File: config.mk
export PLATFORM = sky130hd
export DESIGN_NAME = pb_event_decoder
export DESIGN_NICKNAME = d
export VERILOG_FILES = /design/src/rtl/pb_event_decoder.sv
export SDC_FILE = /design/constraint.sdc
export NUM_CORES = 1
export LEC_CHECK = 0
export ABC_AREA = 1
export BUFFER_PORTS_ARGS = -buffer_cell sky130_fd_sc_hd__buf_2
export CORE_MARGIN = 4
export CORE_UTILIZATION = 61
export CTS_BUF_LIST = sky130_fd_sc_hd__clkbuf_4 sky130_fd_sc_hd__clkbuf_8 sky130_fd_sc_hd__clkbuf_16
export DETAILED_ROUTE_END_ITERATION = 10
export PLACE_DENSITY = 0.79
export SKIP_LAST_GASP = 1
export SLEW_MARGIN = 20
export SYNTH_ARGS = -nofsm -noshare
export SYNTH_HDL_FRONTEND = slang
export SYNTH_SLANG_ARGS = --single-unit
export TNS_END_PERCENT = 10
File: constraint.sdc
create_clock -name clk -period 3.48 [get_ports clk]
set_clock_uncertainty 0.1 [all_clocks]
set_input_delay 0.174 -clock clk [delete_from_list [all_inputs] [get_ports clk]]
set_output_delay 0.174 -clock clk [all_outputs]
set_load 0.01 [all_outputs]
File: src/rtl/pb_event_decoder.sv
// Push-button gesture decoder: turns debounced press/release into short, long and double-click pulses.
// Optional auto-repeat while held long is enabled by defining PB_EVENT_REPEAT_EN.
module pb_event_decoder #(
    parameter int LONG_CYCLES   = 50_000_000,
    parameter int DCLICK_CYCLES = 25_000_000,
    parameter int REPEAT_CYCLES = 10_000_000,
    parameter int CNT_WIDTH     = $clog2(
        ((LONG_CYCLES > DCLICK_CYCLES ? LONG_CYCLES : DCLICK_CYCLES) > REPEAT_CYCLES
            ? (LONG_CYCLES > DCLICK_CYCLES ? LONG_CYCLES : DCLICK_CYCLES)
            : REPEAT_CYCLES) + 1)
) (
    input  logic clk,
    input  logic rst,
    input  logic pb_status,
    input  logic pb_press,
    input  logic pb_release,
    output logic short_press,
    output logic long_press,
    output logic double_click,
    output logic repeat_pulse,
    output logic busy
);

    localparam logic [2:0] S_IDLE   = 3'd0;
    localparam logic [2:0] S_PRESS1 = 3'd1;
    localparam logic [2:0] S_WAIT2  = 3'd2;
    localparam logic [2:0] S_PRESS2 = 3'd3;
    localparam logic [2:0] S_HOLD   = 3'd4;

    localparam logic [CNT_WIDTH-1:0] LONG_LAST   = CNT_WIDTH'(LONG_CYCLES - 1);
    localparam logic [CNT_WIDTH-1:0] DCLICK_LAST = CNT_WIDTH'(DCLICK_CYCLES - 1);

    logic [2:0]           state_q, state_d;
    logic [CNT_WIDTH-1:0] cnt_q, cnt_d;
    logic                 short_q, short_d;
    logic                 long_q, long_d;
    logic                 dbl_q, dbl_d;
    logic                 rep_d;
    logic                 busy_q;
    logic                 bothPulse;
    logic                 releaseEv;

    // Simultaneous press and release pulses are contradictory, so that cycle is frozen.
    assign bothPulse = pb_press & pb_release;
    // A dropped status level also ends a press, in case the release pulse was missed.
    assign releaseEv = pb_release | ~pb_status;

    always_comb begin
        state_d = state_q;
        cnt_d   = (cnt_q == {CNT_WIDTH{1'b1}}) ? cnt_q : cnt_q + CNT_WIDTH'(1);
        short_d = 1'b0;
        long_d  = 1'b0;
        dbl_d   = 1'b0;
        rep_d   = 1'b0;
        if (!bothPulse) begin
            case (state_q)
                S_IDLE: begin
                    if (pb_press) state_d = S_PRESS1;
                end
                S_PRESS1: begin
                    if (releaseEv) begin
                        state_d = S_WAIT2;
                    end else if (cnt_q == LONG_LAST) begin
                        state_d = S_HOLD;
                        long_d  = 1'b1;
                    end
                end
                S_WAIT2: begin
                    if (pb_press) begin
                        state_d = S_PRESS2;
                    end else if (cnt_q == DCLICK_LAST) begin
                        state_d = S_IDLE;
                        short_d = 1'b1;
                    end
                end
                S_PRESS2: begin
                    if (releaseEv) begin
                        state_d = S_IDLE;
                        dbl_d   = 1'b1;
                    end
                end
                S_HOLD: begin
                    if (releaseEv) begin
                        state_d = S_IDLE;
                    end
`ifdef PB_EVENT_REPEAT_EN
                    else if (cnt_q == CNT_WIDTH'(REPEAT_CYCLES - 1)) begin
                        rep_d = 1'b1;
                        cnt_d = '0;
                    end
`endif
                end
                default: state_d = S_IDLE;
            endcase
        end
        if (state_d != state_q) cnt_d = '0;
    end

    always_ff @(posedge clk or posedge rst) begin
        if (rst) begin
            state_q <= S_IDLE;
            cnt_q   <= '0;
            short_q <= 1'b0;
            long_q  <= 1'b0;
            dbl_q   <= 1'b0;
            busy_q  <= 1'b0;
        end else begin
            state_q <= state_d;
            cnt_q   <= cnt_d;
            short_q <= short_d;
            long_q  <= long_d;
            dbl_q   <= dbl_d;
            busy_q  <= (state_d != S_IDLE);
        end
    end

`ifdef PB_EVENT_REPEAT_EN
    logic rep_q;

    always_ff @(posedge clk or posedge rst) begin
        if (rst) rep_q <= 1'b0;
        else     rep_q <= rep_d;
    end

    assign repeat_pulse = rep_q;
`else
    logic unusedRep;
    assign unusedRep    = rep_d;
    assign repeat_pulse = 1'b0;
`endif

    assign short_press  = short_q;
    assign long_press   = long_q;
    assign double_click = dbl_q;
    assign busy         = busy_q;

endmodule
### Yosys cells after proc, flatten, opt, wreduce, memory -nomap -nowiden

Index checks and enable logic that the tools add are counted.

* register bits: 33
* input bits: 5

* equality and inequality tests: 9
* reductions and logical operators: 3
* multiplexer cells: 21
* bitwise gates (word level): 3
* add/sub/neg operators: 1

Operators by type and width (count)
* 26-bit equality test, second input constant: 2
* 26-bit 2-to-1 mux: 2
* 26-bit by 1-bit adder with 26-bit output, second input constant: 1
* 26-bit by 25-bit equality test with 1-bit output, second input constant: 1
* 3-bit 2-to-1 mux: 7
* 3-bit case mux with 4 select lines: 1
* 1-bit 2-to-1 mux: 11
* 3-bit by 2-bit equality test with 1-bit output, second input constant: 2
* 3-bit by 1-bit equality test with 1-bit output, second input constant: 1
* 3-bit equality test, second input constant: 1
* 3-bit zero test: 1
* 3-bit inequality test: 1
* 3-bit nonzero test: 1
* 2-bit by 1-bit inequality test with 1-bit output, second input constant: 1
* 2-bit OR reduction: 1
* 1-bit AND: 1
* 1-bit NOT: 1
* 1-bit bitwise OR: 1

### Depth between registers and ports, before layout

Gate-level depths: netlist of run 1.

* depth after elaboration: 7
* depth in mapped cells: 15
* mapped depth without buffers: 13

### Least setup slack after synthesis of run 1

No wires, ideal clock.

* path type: reg2reg
* from: register cnt_q[0]
* to: register cnt_q[14]
* stages on the path, launching flop included: 15
* data required time: 3.311 ns
* path slack: 1.617 ns
* library setup time: 0.069 ns
* path buffers: 1
* data arrival time: 1.694 ns
* path through: dfrtp_1 > ha_1 > inv_1 > nor2_4 > nand2_1 > nor2_1 > nand2_1 > nand2_1 > nand2_1 > nand3_1 > nand2_1 > nor2_4 > nand2_4 > buf_6 > nor2_2

* longest elaborated chain between the ends: 7
* elaborated cells on any way between the ends: 14

Ends and longest elaborated chain
* start, declared: line 34 `logic [CNT_WIDTH-1:0] cnt_q, cnt_d;`
* start signal, assigned: line 109 `cnt_q <= cnt_d;`
* 26-bit by 25-bit equality test with 1-bit output or 26-bit equality test (tied branches): line 71, 63
* 3-bit 2-to-1 mux (on tied branches): line 71, 63
* 3-bit 2-to-1 mux (on tied branches): line 69, 61
* 3-bit case mux with 4 select lines: line 56 `case (state_q)`
* 3-bit 2-to-1 mux: line 55 `if (!bothPulse) begin`
* 3-bit inequality test: line 96 `if (state_d != state_q) cnt_d = '0;`
* 2-bit by 1-bit inequality test with 1-bit output (no source line) or 26-bit 2-to-1 mux (tied branches)

Parallel ways exist; a longest one is shown, timed or not. The select of a mux whose other input is x is not followed.
A chain may end at the register's enable or synchronous reset.

### Worst setup path after layout of run 1

* from: register cnt_q[0]
* to: register cnt_q[9]

The elaborated chain is that of the path after synthesis.

==> metrics.csv, run 1 <==
metric;value;unit
wl_per_cell;12.6;µm
layout_common_cells;nand2_1, nor2_1, inv_1;
timing.rr.start;cnt_q[0];
area_delta_synth_final;5.29;%
r2r_end;cnt_q[9];
hold_violations;0;
whs;0.169;ns
die-width;67.7;µm
synth_async_sr_flop_share;1.00;
antenna_cells;0;
num_rows;21;
yosysSeqAreaShare;0.380;
drt_iter0_markers;176;
cap_violations;0;
syn-num-nets;323;
synth_seq_cells;33;
grt_max_degree;34;
synth_flop_cell;dfrtp_1;
cts_buffers;5;
critPathKind;reg -> reg;
crit_path_end_kind;flop;
whs_endpoint;short_press;
rrSetupSlack;1.38;ns
grt_pass1_wl;8570;µm
yosysUniqueCellTypes;33;
dp_hpwl;3660;µm
initial_core_util;0.642;
root_buffer;clkbuf_4;
crit_top_cell;nand2_1;
fin_nets;331;
core_area;0.00339;mm²
drive_gt1_frac;0.108;
path_clk_slew;0.10;ns
rsz0062_at_grt;no;
drc;0;
io_pins;10;
grt_usage;0.251;
leakagePower;0.00104;µW
cp_cell_sequence;ha_1 -> inv_1 -> nor2_4 -> nand2_1 -> nor2_1 -> nand2_1 -> nand2_1 -> nand2_1 -> nand3_1 -> nand2_1 -> nor2_4 -> nand2_4 -> nor2_1;
synth_edf_count;0;
outcome;completed;
clk_latency;0.33;ns
die_area;0.00459;mm²
holdCritPathClass;in -> reg;
syn_area_per_cell;6.86;µm²
fin_crit;2.10;ns
first_pass_iters;6;
drv_slew;0;
netlist_area;0.00218;mm²
overflow;0;
ff2ff_path_depth;13;
cts.sinks;33;
cts_tree;built;
routabilityCongestion;0.977;
antenna_found_initial;0;
timing.fmax;476;MHz
multiInputGateArea;0.00115;mm²
hold_start;pb_press;
ff_latch_area;826;µm²
crit_slowest_cell;dfrtp_1;
grt_pass1_vias;1945;
clockBufferDepth;2;
slowest_delay;0.39;ns
worst_ir_drop_vdd;0.194;mV
io_buffer_count;8;
wl;4670;µm
setup_tns;0;ns
power.density;350;mW/mm²
min_period_over_period;0.603;
final_common_cell;nand2_1;
crit_path_max_fanout;24;
start_kind;flop;
via_count;1991;
postCtsSetupRepairBufs;0;
final-setup-viol-count;0;
crit_arrival;2.25;ns
via_per_inst;5.37;
hold_path_depth;6;
fp.dieH;67.7;µm
power.total;802;µW
ant_nets;0;
yosys_warnings;0;
synthCells;317;
required;3.64;ns
htreeDepth;2;
fill_cells;309;
report_power, final:
part / total (µW) / switching, µW / leakage [µW] / internal, µW
Clock: 227 / 123 / 0.0000348 / 103
Combinational: 148 / 101 / 0.000550 / 46.2
Sequential: 427 / 21.1 / 0.000451 / 406
Total: 802 / 246 / 0.00104 / 556
metal layers:
metal,vias up,share of wire,track usage
li1,1015,-,-
met1,904,0.45,0.314
met2,60,0.47,0.428
met3,12,0.054,0.0449
met4,0,0.021,0.0962
met5,-,0,0
final cells by class:
type	instances	share of cell area
Sequential cell	33	0.360
Tap cell	46	0.0251
Multi-Input combinational cell	237	0.501
Timing Repair Buffer	10	0.0251
Clock buffer	7	0.0257
Inverter	38	0.0623
how the worst max path moves through the flow:
stage             start         to  slack, ns  depth (start not counted)
2_1_floorplan  cnt_q[0]  cnt_q[14]       1.62                         14
5_1_grt        cnt_q[0]  cnt_q[20]       1.04                         13
3_3_place_gp   cnt_q[0]  cnt_q[15]       1.41                         13
4_1_cts        cnt_q[0]   cnt_q[9]       1.36                         13
3_5_place_dp   cnt_q[0]   cnt_q[9]       1.38                         13
6_report       cnt_q[0]   cnt_q[9]       1.38                         13
state kept, by name (all words and copies together) (netlist names):
register      count
state_q           3
double_click      1
cnt_q            26
busy              1
long_press        1
short_press       1
critical path, delay by kind of cell, from the launching register on:
family	cells	cell delay, ns
buf+inv	1	0.10
fa+ha+maj	1	0.22
simple gates	11	1.21
flops	1	0.39
synth_stat cells, types with 3 or more instances:
master,number,area (µm²)
nor2_1,65,244
nor3_1,8,40.0
nand2_1,74,278
buf_2,5,25.0
inv_1,34,128
nand4_1,9,56.3
nand3_1,28,140
xnor2_1,3,26.3
inv_2,4,15.0
nor4_1,4,25.0
nor2_2,7,43.8
xor2_1,7,61.3
o21bai_1,3,22.5
o21ai_0,10,50.1
dfrtp_1,33,826
what timing repair did:
action,CTS,global route
endpoints found under the hold margin,33,0
hold buffers,1,0
resized for setup,0,0
cell families after synthesis:
| family | count (synthesis) | synth area share |
|---|---|---|
| simple gates | 207 | 0.430 |
| buf+inv | 47 | 0.0926 |
| flops | 33 | 0.380 |
| compound gates | 17 | 0.0460 |
| xor+xnor | 10 | 0.0403 |
| fa+ha+maj | 1 | 0.00575 |
| other cells | 1 | 0.00172 |
| mux | 1 | 0.00460 |
stage by stage:
stage,setup slack [ns],instance area [µm²],utilization,instances
5_1_grt,1.04,2290,0.676,371
6_report,1.38,2290,0.676,371
3_5_place_dp,1.38,2220,0.656,363
3_3_place_gp,1.41,2220,0.656,363
4_1_cts,1.36,2290,0.676,371
2_1_floorplan,1.62,2180,-,317
(Power assumes the default switching activity.)
==> run 2, diff against run 1 <==
--- a/config.mk
+++ b/config.mk
@@ -8,10 +8,10 @@
 export ABC_AREA = 1
 export BUFFER_PORTS_ARGS = -buffer_cell sky130_fd_sc_hd__buf_2
 export CORE_MARGIN = 4
-export CORE_UTILIZATION = 61
+export CORE_UTILIZATION = 55
 export CTS_BUF_LIST = sky130_fd_sc_hd__clkbuf_4 sky130_fd_sc_hd__clkbuf_8 sky130_fd_sc_hd__clkbuf_16
 export DETAILED_ROUTE_END_ITERATION = 10
-export PLACE_DENSITY = 0.79
+export PLACE_DENSITY = 0.75
 export SKIP_LAST_GASP = 1
 export SLEW_MARGIN = 20
 export SYNTH_ARGS = -nofsm -noshare
==> constraint.sdc (replaced) <==
create_clock -name clk -period 1.85 [get_ports clk]
set_clock_uncertainty 0.1 [all_clocks]
set_input_delay 0.0925 -clock clk [delete_from_list [all_inputs] [get_ports clk]]
set_output_delay 0.0925 -clock clk [all_outputs]
set_load 0.01 [all_outputs]
==> run 2 against run 1 <==
The run now ends with negative setup slack left. Design area rose by 23%. Sequential cell count did not move. Power rose by 140%. Critical path depth rose by 1. Largest power group unchanged.
==> metrics.csv, run 2 (synthesized netlist as in run 1, its figures left out) <==
metric;value;unit
cp_cell_sequence;ha_4 -> inv_4 -> nor2_4 -> nand2_2 -> nor2_1 -> nand2_1 -> nand2_1 -> nand2_1 -> nand3_1 -> nand2_2 -> nor2_4 -> buf_4 -> nand2_8 -> nor2_1;
root_buffer;clkbuf_8;
dp_hpwl;4200;µm
final-setup-viol-count;26;
layout_common_cells;nand2_1, nor2_1, buf_4;
io_pins;10;
path_buf_inv;2;
drive_gt1_frac;0.269;
die-width;70.9;µm
wl;5840;µm
htreeDepth;2;
wl_per_cell;13.9;µm
num_rows;22;
min_period_over_period;1.08;
path_delay_family;simple AND/OR/NAND/NOR gates;
die_area;0.00503;mm²
fp.dieH;70.9;µm
first_pass_iters;4;
grt_pass1_wl;9400;µm
final_common_cell;nand2_1;
crit_path_max_fanout;12;
via_count;2275;
initial_core_util;0.581;
fill_cells;302;
drv_slew;0;
drt_iter0_markers;174;
regMostFlops;cnt_q;
reg_top3;cnt_q: 26 flops, state_q: 3 flops;
clockBufferDepth;2;
area_delta_synth_final;29.1;%
antenna_cells;0;
setup_tns;-3.29;ns
start_kind;flop;
violations;negative setup slack;
cts.sinks;33;
place_worst_setup_slack;-0.162;ns
cap_violations;0;
critPathKind;reg -> reg;
overflow;0;
path_clk_slew;0.07;ns
cts_tree;built;
multiInputGateArea;0.00126;mm²
fin_nets;378;
rsz0062_at_grt;yes;
place_inst;406;
fin_crit;2.00;ns
via_per_inst;5.42;
timing.fmax;499;MHz
antenna_found_initial;0;
holdCritPathClass;in -> reg;
drc;0;
cts_buffers;5;
clk_latency;0.29;ns
whs;0.136;ns
crit_slowest_cell;dfrtp_1;
finalNonFillerCells;420;
leakagePower;0.00130;µW
slowest_delay;0.40;ns
setup_slack;-0.155;ns
routabilityCongestion;0.916;
worst_ir_drop_vdd;0.428;mV
ff_latch_area;826;µm²
grt_usage;0.235;
io_buffer_count;8;
required;1.96;ns
hold_violations;0;
core_area;0.00374;mm²
grt_pass1_vias;2125;
outcome;complete, but fails checks;
largest_reg_flops;26;
ant_nets;0;
crit_path_end_kind;flop;
crit_arrival;2.12;ns
crit_top_cell;nand2_1;
power.density;676;mW/mm²
grt_max_degree;34;
-- run 2: cell count changes in the layout (fill, tap and decap cells not counted), sizes merged --
cell   change
nand2      +1
buf       +46
-- run 2: timing repair --
item | 4_1_cts | 5_1_grt
pin swaps | 1 | 14
cloned | 0 | 1
setup endpoints to repair | 26 | 28
hold buffers | 1 | 0
hold endpoints to repair | 33 | 0
setup buffers | 0 | 5
resized for setup | 2 | 21
-- run 2: worst min-delay path: cells and delay by family --
family | cells | cell delay (ns)
buf+inv | 1 | 0.12
simple gates | 5 | 0.28
-- run 2: cell type report --
cell class,instances,share of cell area
Multi-Input combinational cell,238,0.447
Sequential cell,33,0.294
Timing Repair Buffer,56,0.154
Inverter,38,0.0517
Clock buffer,7,0.0321
Tap cell,48,0.0214
-- run 2: power breakdown --
part	internal [µW]	switching, µW
Clock	310	251
Sequential	766	45.5
Combinational	232	296
-- run 2: worst paths after layout --
check	from	depth (start not counted)	endpoint	slack, ns
worst max-delay path	cnt_q[0]	14	cnt_q[9]	-0.15
worst min-delay path	pb_press	6	short_press	0.14
worst max register to register	cnt_q[0]	14	cnt_q[9]	-0.15
worst min register to register	state_q[2]	1	short_press	0.48
max in group asynchronous	rst	4	cnt_q[23]	1.02
min in group asynchronous	rst	4	double_click	0.33
-- run 2: routing by layer --
layer  track usage  share of wire
met5             0              0
met4        0.0877          0.023
met3        0.0355          0.054
met2         0.403           0.50
met1         0.300           0.43
-- run 2: metrics by stage --
stage | instance area (µm²) | utilization | power (µW)
floorplan | 2180 | - | 1070
global placement | 2530 | 0.677 | 1160
detailed placement | 2530 | 0.677 | 1190
CTS | 2650 | 0.709 | 1780
global route | 2810 | 0.750 | 2000
finish | 2810 | 0.750 | 1900
==> run 3, diff against run 2 <==
--- a/config.mk
+++ b/config.mk
@@ -5,13 +5,14 @@
 export SDC_FILE = /design/constraint.sdc
 export NUM_CORES = 1
 export LEC_CHECK = 0
-export ABC_AREA = 1
+export ABC_AREA = 0
 export BUFFER_PORTS_ARGS = -buffer_cell sky130_fd_sc_hd__buf_2
 export CORE_MARGIN = 4
 export CORE_UTILIZATION = 55
 export CTS_BUF_LIST = sky130_fd_sc_hd__clkbuf_4 sky130_fd_sc_hd__clkbuf_8 sky130_fd_sc_hd__clkbuf_16
 export DETAILED_ROUTE_END_ITERATION = 10
-export PLACE_DENSITY = 0.75
+export GPL_ROUTABILITY_DRIVEN = 0
+export PLACE_DENSITY = 0.76
 export SKIP_LAST_GASP = 1
 export SLEW_MARGIN = 20
 export SYNTH_ARGS = -nofsm -noshare
==> run 3 against run 2 <==
Via count fell by 8.0%. Synthesized cell count is 31% lower. Final cell count down 20%. Non-clock buffer count grew 18. The run still ends with negative setup slack left. Critical path depth fell by 5. Register-to-register slack got worse by 0.09 ns. Largest power group unchanged. Clock-buffer cell count decreased by 2.
==> metrics.csv, run 3 <==
metric;value;unit
outcome;complete, but fails checks;
violations;negative setup slack;
crit_top_cell;buf_4;
grt_usage;0.279;
wl_per_cell;18.3;µm
path_buf_inv;3;
fp.dieH;68.2;µm
power.density;598;mW/mm²
leakagePower;0.00121;µW
drc;0;
critPathKind;reg -> reg;
worst_ir_drop_vdd;0.510;mV
path_delay_family;buffers and inverters;
synth_flop_cell;dfrtp_1;
netlist_area;0.00199;mm²
ant_nets;0;
rsz0062_at_grt;yes;
required;2.01;ns
yosysSeqAreaShare;0.414;
rrSetupSlack;-0.25;ns
area_delta_synth_final;41.6;%
synth_area_leaders;dfrtp_1, xnor2_1, nor2_1;
syn-num-nets;225;
fin_crit;2.10;ns
crit_slowest_cell;dfrtp_1;
die_area;0.00465;mm²
final-setup-viol-count;27;
final_common_cell;buf_4;
die-width;68.2;µm
cap_violations;0;
setup_slack;-0.247;ns
start_kind;flop;
synth_async_sr_flop_share;1.00;
cp.depth;9;
crit_path_end_kind;flop;
reg_top3;cnt_q: 26 flops, state_q: 3 flops;
worstSetupStartpoint;cnt_q[0];
synth_edf_count;0;
yosys_warnings;0;
cts_buffers;5;
final_core_util;0.826;
path_clk_slew;0.12;ns
io_pins;10;
antenna_found_initial;0;
place_worst_setup_slack;-0.220;ns
timing.fmax;477;MHz
fin_nets;295;
drive_gt1_frac;0.397;
setup_tns;-5.15;ns
via_per_inst;6.23;
overflow;0;
via_count;2093;
initial_core_util;0.584;
crit_path_max_fanout;5;
num_rows;21;
multiInputGateArea;0.00125;mm²
synth_common_cells;dfrtp_1, nor2_1, xnor2_1;
core_area;0.00342;mm²
htreeDepth;2;
fill_cells;191;
synthSimpleGateAreaFrac;0.321;
final_area;0.00282;mm²
r2r_end;cnt_q[17];
synthCells;219;
grt_pass1_vias;2075;
drv_slew;0;
ff2ff_path_depth;9;
cts_tree;built;
synth-xor-area-share;0.0835;
endpoint;cnt_q[17];
drt_iter0_markers;305;
layout_common_cells;buf_4, dfrtp_1, nor2_1;
ff_latch_area;828;µm²
min_period_over_period;1.13;
yosysUniqueCellTypes;48;
slowest_delay;0.39;ns
synth.area.mux_share;0;
root_buffer;clkbuf_4;
placed_cell_area;0.00250;mm²
clk_latency;0.36;ns
largest_reg_flops;26;
io_buffer_count;8;
synth_compound_area_frac;0.130;
synth_top_family_by_area;simple AND/OR/NAND/NOR gates;
synth_adder_area_share;0.00628;
regMostFlops;cnt_q;
first_pass_iters;5;
grt_max_degree;34;
grt_pass1_wl;9650;µm
syn_area_per_cell;9.10;µm²
hold_violations;0;
cp_cell_sequence;ha_2 -> nand4_1 -> buf_4 -> nor4_4 -> buf_4 -> buf_6 -> a211oi_2 -> xnor2_1 -> nor2_1;
cts.sinks;33;
wl;6140;µm
synth.most_common_cell;dfrtp_1;
clockBufferDepth;2;
holdCritPathClass;in -> reg;
crit_arrival;2.26;ns
antenna_cells;0;
synth_top_cell_area_share;0.414;
timing.rr.start;cnt_q[0];
synth_top_area_cell;dfrtp_1;
dp_hpwl;3980;µm
synth_seq_cells;33;
-- run 3: repair_timing --
action | 4_1_cts | 5_1_grt
pin swaps | 7 | 9
buffers inserted | 3 | 5
endpoints found under the setup margin | 26 | 26
endpoints found under the hold margin | 34 | 0
gates resized for setup | 7 | 22
hold buffers | 2 | 0
gates cloned | 0 | 1
-- run 3: worst min-delay path by stage --
stage                         start      endpoint  slack, ns  depth (start not counted)
final                     pb_status  double_click      0.009                          4
after global routing      pb_status  double_click       0.02                          4
after CTS                 pb_status  double_click      0.009                          4
after detailed placement        rst     cnt_q[10]       0.11                          3
after global placement          rst     cnt_q[10]       0.09                          3
after floorplan                 rst          busy       0.12                          1
-- run 3: metrics by stage --
stage / hold WS [ns] / cells / total power (µW)
5_1_grt: 0.0247 / 336 / 1750
6_report: 0.00912 / 336 / 1690
4_1_cts: 0.00946 / 330 / 1650
2_1_floorplan: 0.121 / 219 / 990
3_3_place_gp: 0.0942 / 317 / 1060
3_5_place_dp: 0.106 / 317 / 1080
-- run 3: tightest hold or removal path, stage by stage --
cell	delay [ns]
buf_2	0.12
inv_1	0.06
nor2_1	0.10
nor4b_1	0.06
-- run 3: per-layer routing --
layer,global-route usage,routed length (µm)
met1,0.341,2430
met2,0.471,3120
met3,0.0509,376
met4,0.139,212
met5,0,0
-- run 3: logic make-up after synthesis --
| logic type | count (synthesis) |
|---|---|
| XOR/XNOR | 19 |
| flip-flops | 33 |
| adder cells (fa/ha/maj) | 1 |
| buffers and inverters | 18 |
| AND/OR/NAND/NOR | 109 |
| AO/OA/AOI/OAI | 38 |
| other | 1 |
-- run 3: layout make-up --
cell class / count / area share
clock buffer: 5 / 0.0133
clock inverter: 3 / 0.0164
inverter: 7 / 0.00931
multi-input combinational: 168 / 0.443
sequential: 33 / 0.294
tap: 46 / 0.0204
timing repair buffer: 74 / 0.204
-- run 3: report_power, final --
part	internal [µW]	switching [µW]
Combinational	156	170
Sequential	760	23.8
Clock	286	291
Total	1200	485
